==> src/rtl/regbank_pkg.sv <==
// Shared types, default sizes and helpers for the register-bank arbiter.
package regbank_pkg;

  // Access sequencer states
  typedef enum logic [2:0] {
    IDLE   = 3'd0,
    GRANT  = 3'd1,
    ACCESS = 3'd2,
    DONE   = 3'd3,
    CLEAR  = 3'd4
  } state_t;

  localparam int DEF_N_REQ = 4;
  localparam int DEF_DEPTH = 8;
  localparam int DEF_WIDTH = 8;
  localparam int DEF_AW    = 3;

  // Ceiling log2, usable in parameter and port-width expressions
  function automatic int clog2(input int value);
    int r;
    int v;
    r = 0;
    v = value - 1;
    while (v > 0) begin
      r = r + 1;
      v = v >> 1;
    end
    return r;
  endfunction

endpackage

==> src/rtl/regbank_arbiter_rr_pick.sv <==
// Combinational round-robin picker: first set request bit strictly after
// ptr, wrapping modulo N_REQ (ptr itself is examined last).
module rr_pick
  import regbank_pkg::*;
#(
  parameter int N_REQ = DEF_N_REQ,
  parameter int IW    = clog2(DEF_N_REQ)
) (
  input  logic [N_REQ-1:0] req,
  input  logic [IW-1:0]    ptr,
  output logic             found,
  output logic [IW-1:0]    winner
);

  logic [IW:0] cand_s;

  // Scan candidates farthest-first so the nearest one after ptr wins
  always_comb begin
    found  = 1'b0;
    winner = {IW{1'b0}};
    cand_s = {(IW+1){1'b0}};
    for (int k = N_REQ; k >= 1; k--) begin
      cand_s = {1'b0, ptr} + (IW+1)'(k);
      if (cand_s >= (IW+1)'(N_REQ)) begin
        cand_s = cand_s - (IW+1)'(N_REQ);
      end else begin
        cand_s = cand_s;
      end
      if (req[cand_s[IW-1:0]]) begin
        found  = 1'b1;
        winner = cand_s[IW-1:0];
      end else begin
        found  = found;
        winner = winner;
      end
    end
  end

endmodule

==> src/rtl/regbank_arbiter.sv <==
// Round-robin shared access to a small flop-based register bank.
// Each command runs IDLE -> GRANT -> ACCESS -> DONE; a clear request
// sweeps zeros through the bank one word per cycle in CLEAR.
module regbank_arbiter
  import regbank_pkg::*;
#(
  parameter int N_REQ = DEF_N_REQ,
  parameter int DEPTH = DEF_DEPTH,
  parameter int WIDTH = DEF_WIDTH,
  parameter int AW    = DEF_AW
) (
  input  logic                      clk,
  input  logic                      Re,
  input  logic [N_REQ-1:0]          req,
  input  logic [N_REQ-1:0]          we,
  input  logic [N_REQ*AW-1:0]       addr,
  input  logic [N_REQ*WIDTH-1:0]    wdata,
  input  logic                      clr,
  output logic [N_REQ-1:0]          gnt,
  output logic                      ack,
  output logic [clog2(N_REQ)-1:0]   ack_id,
  output logic                      rvalid,
  output logic [WIDTH-1:0]          rdata,
  output logic                      busy
);

  localparam int IW = clog2(N_REQ);

  state_t            state_r;
  logic [IW-1:0]     ptr_r;
  logic              cmd_we_r;
  logic [AW-1:0]     cmd_addr_r;
  logic [WIDTH-1:0]  cmd_wdata_r;
  logic [AW-1:0]     clr_cnt_r;
  logic [WIDTH-1:0]  bank_r [DEPTH];

  logic              found_s;
  logic [IW-1:0]     pick_s;
  logic [N_REQ-1:0]  onehot_s;
  logic              addr_ok_s;
  logic [WIDTH-1:0]  rd_word_s;

  rr_pick #(
    .N_REQ (N_REQ),
    .IW    (IW)
  ) u_pick (
    .req    (req),
    .ptr    (ptr_r),
    .found  (found_s),
    .winner (pick_s)
  );

  // Winner one-hot and bounds-checked read of the latched address
  always_comb begin
    onehot_s  = {{(N_REQ-1){1'b0}}, 1'b1} << pick_s;
    addr_ok_s = (int'(cmd_addr_r) < DEPTH);
    if (addr_ok_s) begin
      rd_word_s = bank_r[cmd_addr_r];
    end else begin
      rd_word_s = {WIDTH{1'b0}};
    end
  end

  // Access sequencer, command latch, bank storage and registered outputs
  always_ff @(posedge clk or negedge Re) begin
    if (!Re) begin
      state_r     <= IDLE;
      ptr_r       <= IW'(N_REQ-1);
      cmd_we_r    <= 1'b0;
      cmd_addr_r  <= {AW{1'b0}};
      cmd_wdata_r <= {WIDTH{1'b0}};
      clr_cnt_r   <= {AW{1'b0}};
      for (int i = 0; i < DEPTH; i++) begin
        bank_r[i] <= {WIDTH{1'b0}};
      end
      gnt    <= {N_REQ{1'b0}};
      ack    <= 1'b0;
      ack_id <= {IW{1'b0}};
      rvalid <= 1'b0;
      rdata  <= {WIDTH{1'b0}};
      busy   <= 1'b0;
    end else begin
      case (state_r)
        IDLE: begin
          gnt    <= {N_REQ{1'b0}};
          ack    <= 1'b0;
          rvalid <= 1'b0;
          if (clr) begin
            clr_cnt_r <= {AW{1'b0}};
            busy      <= 1'b1;
            state_r   <= CLEAR;
          end else if (found_s) begin
            // Only the latched copy is used from here on
            cmd_we_r    <= we[pick_s];
            cmd_addr_r  <= addr[pick_s*AW +: AW];
            cmd_wdata_r <= wdata[pick_s*WIDTH +: WIDTH];
            ptr_r       <= pick_s;
            gnt         <= onehot_s;
            busy        <= 1'b1;
            state_r     <= GRANT;
          end else begin
            busy    <= 1'b0;
            state_r <= IDLE;
          end
        end
        GRANT: begin
          gnt     <= {N_REQ{1'b0}};
          state_r <= ACCESS;
        end
        ACCESS: begin
          if (cmd_we_r) begin
            // Out-of-range writes are dropped
            if (addr_ok_s) begin
              bank_r[cmd_addr_r] <= cmd_wdata_r;
            end
            rvalid <= 1'b0;
          end else begin
            rdata  <= rd_word_s;
            rvalid <= 1'b1;
          end
          ack     <= 1'b1;
          ack_id  <= ptr_r;
          state_r <= DONE;
        end
        DONE: begin
          ack     <= 1'b0;
          rvalid  <= 1'b0;
          busy    <= 1'b0;
          state_r <= IDLE;
        end
        CLEAR: begin
          bank_r[clr_cnt_r] <= {WIDTH{1'b0}};
          if (clr_cnt_r == AW'(DEPTH-1)) begin
            clr_cnt_r <= {AW{1'b0}};
            busy      <= 1'b0;
            state_r   <= IDLE;
          end else begin
            clr_cnt_r <= clr_cnt_r + {{(AW-1){1'b0}}, 1'b1};
          end
        end
        default: begin
          gnt     <= {N_REQ{1'b0}};
          ack     <= 1'b0;
          rvalid  <= 1'b0;
          busy    <= 1'b0;
          state_r <= IDLE;
        end
      endcase
    end
  end

endmodule
==> config.mk <==
export PLATFORM = sky130hd
export DESIGN_NAME = regbank_arbiter
export DESIGN_NICKNAME = d
export VERILOG_FILES = /design/src/rtl/regbank_pkg.sv /design/src/rtl/regbank_arbiter_rr_pick.sv /design/src/rtl/regbank_arbiter.sv
export SDC_FILE = /design/constraint.sdc
export NUM_CORES = 1
export LEC_CHECK = 0
export ABC_AREA = 1
export ABC_CLOCK_PERIOD_IN_PS = 3330
export CAP_MARGIN = 5
export CORE_ASPECT_RATIO = 0.7
export CORE_UTILIZATION = 59
export DETAILED_ROUTE_END_ITERATION = 12
export PLACE_DENSITY_LB_ADDON = 0.15
export SYNTH_ARGS = -nofsm -noshare
export SYNTH_HDL_FRONTEND = slang
export SYNTH_SLANG_ARGS = --single-unit
==> constraint.sdc <==
create_clock -name clk -period 3.33 [get_ports clk]
set_clock_uncertainty 0.2 [all_clocks]
set_input_delay 0.4995 -clock clk [delete_from_list [all_inputs] [get_ports clk]]
set_output_delay 0.4995 -clock clk [all_outputs]
set_load 0.01 [all_outputs]
==> flow_metrics.py <==
metrics = {
    "run_status": {
        "outcome": "finished, final reports clean",
    },
    "synth": {
        "yosysSeqAreaShare_pct": 49.80,
        "synthArstFlopShare_pct": 100.0,
        "syn_inst": 615,
        "yosysUniqueCellTypes": 33,
        "synthesis.nets": 672,
        "ys_warn_count": 0,
        "synth-edff-count": 0,
        "syn-cell-area_um2": 5080,
        "ys_seq_elements": 101,
        "synth_area_per_cell_um2": 8.260,
        "synthFlopType": "dfrtp_1",
    },
    "power": {
        "max-vdd-ir-drop_uv": 516.9,
        "switchingPower_w": 0.002528,
        "p_total_w": 0.005740,
        "combPwrFrac_pct": 48.2,
        "p_leak_nw": 3.027,
        "internal-power_w": 0.003212,
        "sequentialPowerShare_pct": 33.8,
        "power_frac_clock_pct": 18.0,
        "switching_share_pct": 44.05,
        "cellPowerDensity_nw_per_um2": 927.9,
    },
    "sta": {
        "setup_viol": 0,
        "rsz0062_at_grt": "no",
        "hold_ws_ns": 0.2831,
        "tns_ns": 0,
        "fin_crit_ns": 2.423,
        "worst_pin_slew_ns": 1.044,
        "finalHoldViolations": 0,
        "post-route-period-util_pct": 72.75,
        "drv_slew": 0,
        "fin_ws_ns": 0.9074,
        "relSlewSlack_pct": 29.64,
        "fmax_ghz": 0.4128,
    },
    "floorplanning": {
        "row_count": 27,
        "die-area_um2": 8991,
        "die_width_um": 112.9,
        "pin_count": 72,
        "fp.dieH_um": 79.64,
        "start_util_pct": 62.65,
        "core_area_um2": 8108,
    },
    "layout": {
        "final_area_um2": 6186,
        "antenna_cells": 0,
        "mostFrequentLayoutCell": "nand2_1",
        "synthToLayoutAreaGrowth_pct": 21.77,
        "n_fill_cell": 567,
        "mostFrequentLayoutCells": "149 x nand2_1, 130 x inv_1, 99 x dfrtp_1",
        "drive_gt1_share_pct": 7.328,
        "layout.nets": 748,
    },
    "placed_design": {
        "numPortBuffers": 71,
        "gp_congestion": 0.9468,
        "place_hpwl_mm": 9.710,
        "placed_area_um2": 5882,
        "place_ws_ns": 0.6627,
    },
    "grt": {
        "grt_pass1_vias": 4573,
        "grt_antenna_before_repair": 0,
        "grt_usage_pct": 32.26,
        "grt_pass1_wl_mm": 22.25,
        "grt_start_max_net_pins": 58,
        "grt_overflow_total": 0,
    },
    "cts": {
        "clk_latency_ns": 0.34,
        "root_buffer": "clkbuf_16",
        "h-tree-depth": 3,
        "cts_max_path_buffers": 2,
        "cts_setup_buffers": 0,
        "cts_buffers": 9,
        "clk_pin_slew_ns": 0.07,
        "cts_tree": "done",
        "cts_sinks": 101,
    },
    "route": {
        "ant_nets": 0,
        "wl_per_cell_um": 17.13,
        "vias": 4742,
        "vias_per_cell": 5.950,
        "routed_wl_mm": 13.65,
        "drtIter0Drc": 577,
        "route.detailed.drc": 0,
        "drt-pass1-iter-count": 5,
    },
    "setup_path": {
        "cp.arrival_ns": 2.46,
        "end_kind": "flip-flop",
        "cp_max_fo": 26,
        "required_ns": 3.37,
        "path_class": "flip-flop to flip-flop",
        "cp-start-kind": "flip-flop",
    },
    "run": {
        "max-cap-violations": 0,
    },
    "hold_path": {
        "hp-class": "flip-flop to flip-flop",
    },
}
-- flip-flops by register name, summed over array words and instances (netlist names) --
name and cells:
ack_id 2, cmd_wdata_r 8, ack 1, bank_r 64, ptr_r 2, state_r 3, busy 1, rdata 8
clr_cnt_r 3, gnt 4, cmd_we_r 1, cmd_addr_r 3, rvalid 1
-- cells by family (layout without fill, tap and decap cells) --
| kind of cell | count (synthesis) | in the layout | synth area share [%] |
|---|---|---|---|
| DFF | 101 | 101 | 49.80 |
| adders and majority gates | 2 | 2 | 0.4925 |
| AOI/OAI and AO/OA | 131 | 131 | 17.46 |
| buffers and inverters | 148 | 229 | 11.85 |
| and+or+nand+nor | 233 | 233 | 20.39 |
-- synth_stat cells (4+ instances only) --
library cell | count | area, um2
nand2_1 | 149 | 559.3
buf_2 | 6 | 30.03
o41ai_2 | 8 | 130.1
o21ai_0 | 11 | 55.05
a21oi_1 | 12 | 60.06
a221oi_1 | 6 | 52.55
nor3_1 | 4 | 20.02
a31oi_1 | 6 | 37.54
nand3_1 | 47 | 235.2
o22ai_1 | 85 | 531.8
dfrtp_1 | 99 | 2477
inv_1 | 130 | 488.0
nor2_1 | 16 | 60.06
nand2_2 | 4 | 25.02
-- metrics by stage --
step / utilization, % / cells
5_1_grt: 76.30 / 797
6_report: 76.30 / 797
4_1_cts: 76.30 / 797
3_3_place_gp: 72.55 / 780
3_5_place_dp: 72.55 / 780
2_1_floorplan: - / 615
-- metal layers --
metal | global-route usage, % | vias to the layer above | share of wire [%]
met4 | 7.632 | 0 | 0.75
met5 | 0 | - | 0
met1 | 44.76 | 2290 | 43
met2 | 51.42 | 254 | 46
li1 | - | 2185 | -
met3 | 8.200 | 13 | 9.7
-- worst paths after layout --
kind / startpoint / end / slack, ns / cells past startpoint
min reg2reg: cmd_wdata_r[2]$_DFFE_PN0P_ / cmd_wdata_r[2]$_DFFE_PN0P_ / 0.28 / 2
min in group asynchronous: Re / ack_id[1]$_DFFE_PN0P_ / 0.49 / 2
max in group asynchronous: Re / ptr_r[0]$_DFFE_PN1P_ / 1.70 / 3
min: cmd_wdata_r[2]$_DFFE_PN0P_ / cmd_wdata_r[2]$_DFFE_PN0P_ / 0.28 / 2
max reg2reg: ptr_r[0]$_DFFE_PN1P_ / cmd_addr_r[2]$_DFFE_PN0P_ / 0.91 / 15
max: ptr_r[0]$_DFFE_PN1P_ / cmd_addr_r[2]$_DFFE_PN0P_ / 0.91 / 15
-- worst max-delay path: stages, from the launching register on --
cell,delay [ns]
dfstp_2,0.64
inv_6,0.08
nand2_1,0.07
nand2_1,0.07
nand2_1,0.12
nand2_1,0.08
nand2_2,0.10
nand2_2,0.07
nand2_4,0.22
nand2_4,0.23
nand2_1,0.11
nand2_1,0.07
nand2_1,0.07
nand2_1,0.05
nand2_1,0.05
nand2_1,0.06
-- layout make-up --
| class | instances | area (um2) | share of cell area (%) |
|---|---|---|---|
| flip-flops and latches | 101 | 2530 | 40.90 |
| inverters | 135 | 511.7 | 8.273 |
| clock inverters | 4 | 47.55 | 0.7686 |
| well taps | 101 | 126.4 | 2.043 |
| repair buffers | 78 | 775.7 | 12.54 |
| multi-input cells | 366 | 1948 | 31.49 |
| clock buffers | 12 | 246.5 | 3.985 |
-- power groups by stage --
stage | registers (W) | clock network, W | logic (W)
3_3_place_gp | 0.00193 | 0 | 0.00257
5_1_grt | 0.00199 | 0.00108 | 0.00306
3_5_place_dp | 0.00195 | 0 | 0.00269
6_report | 0.00194 | 0.00104 | 0.00277
4_1_cts | 0.00193 | 0.00103 | 0.00272
2_1_floorplan | 0.00191 | 0 | 0.00197
-- what timing repair did --
action                     4_1_cts  5_1_grt
hold endpoints to repair        44        0
gates resized for setup          0        0
hold buffers                     1        0
setup endpoints to repair        0        0
Power figures use the tool's default switching activity.
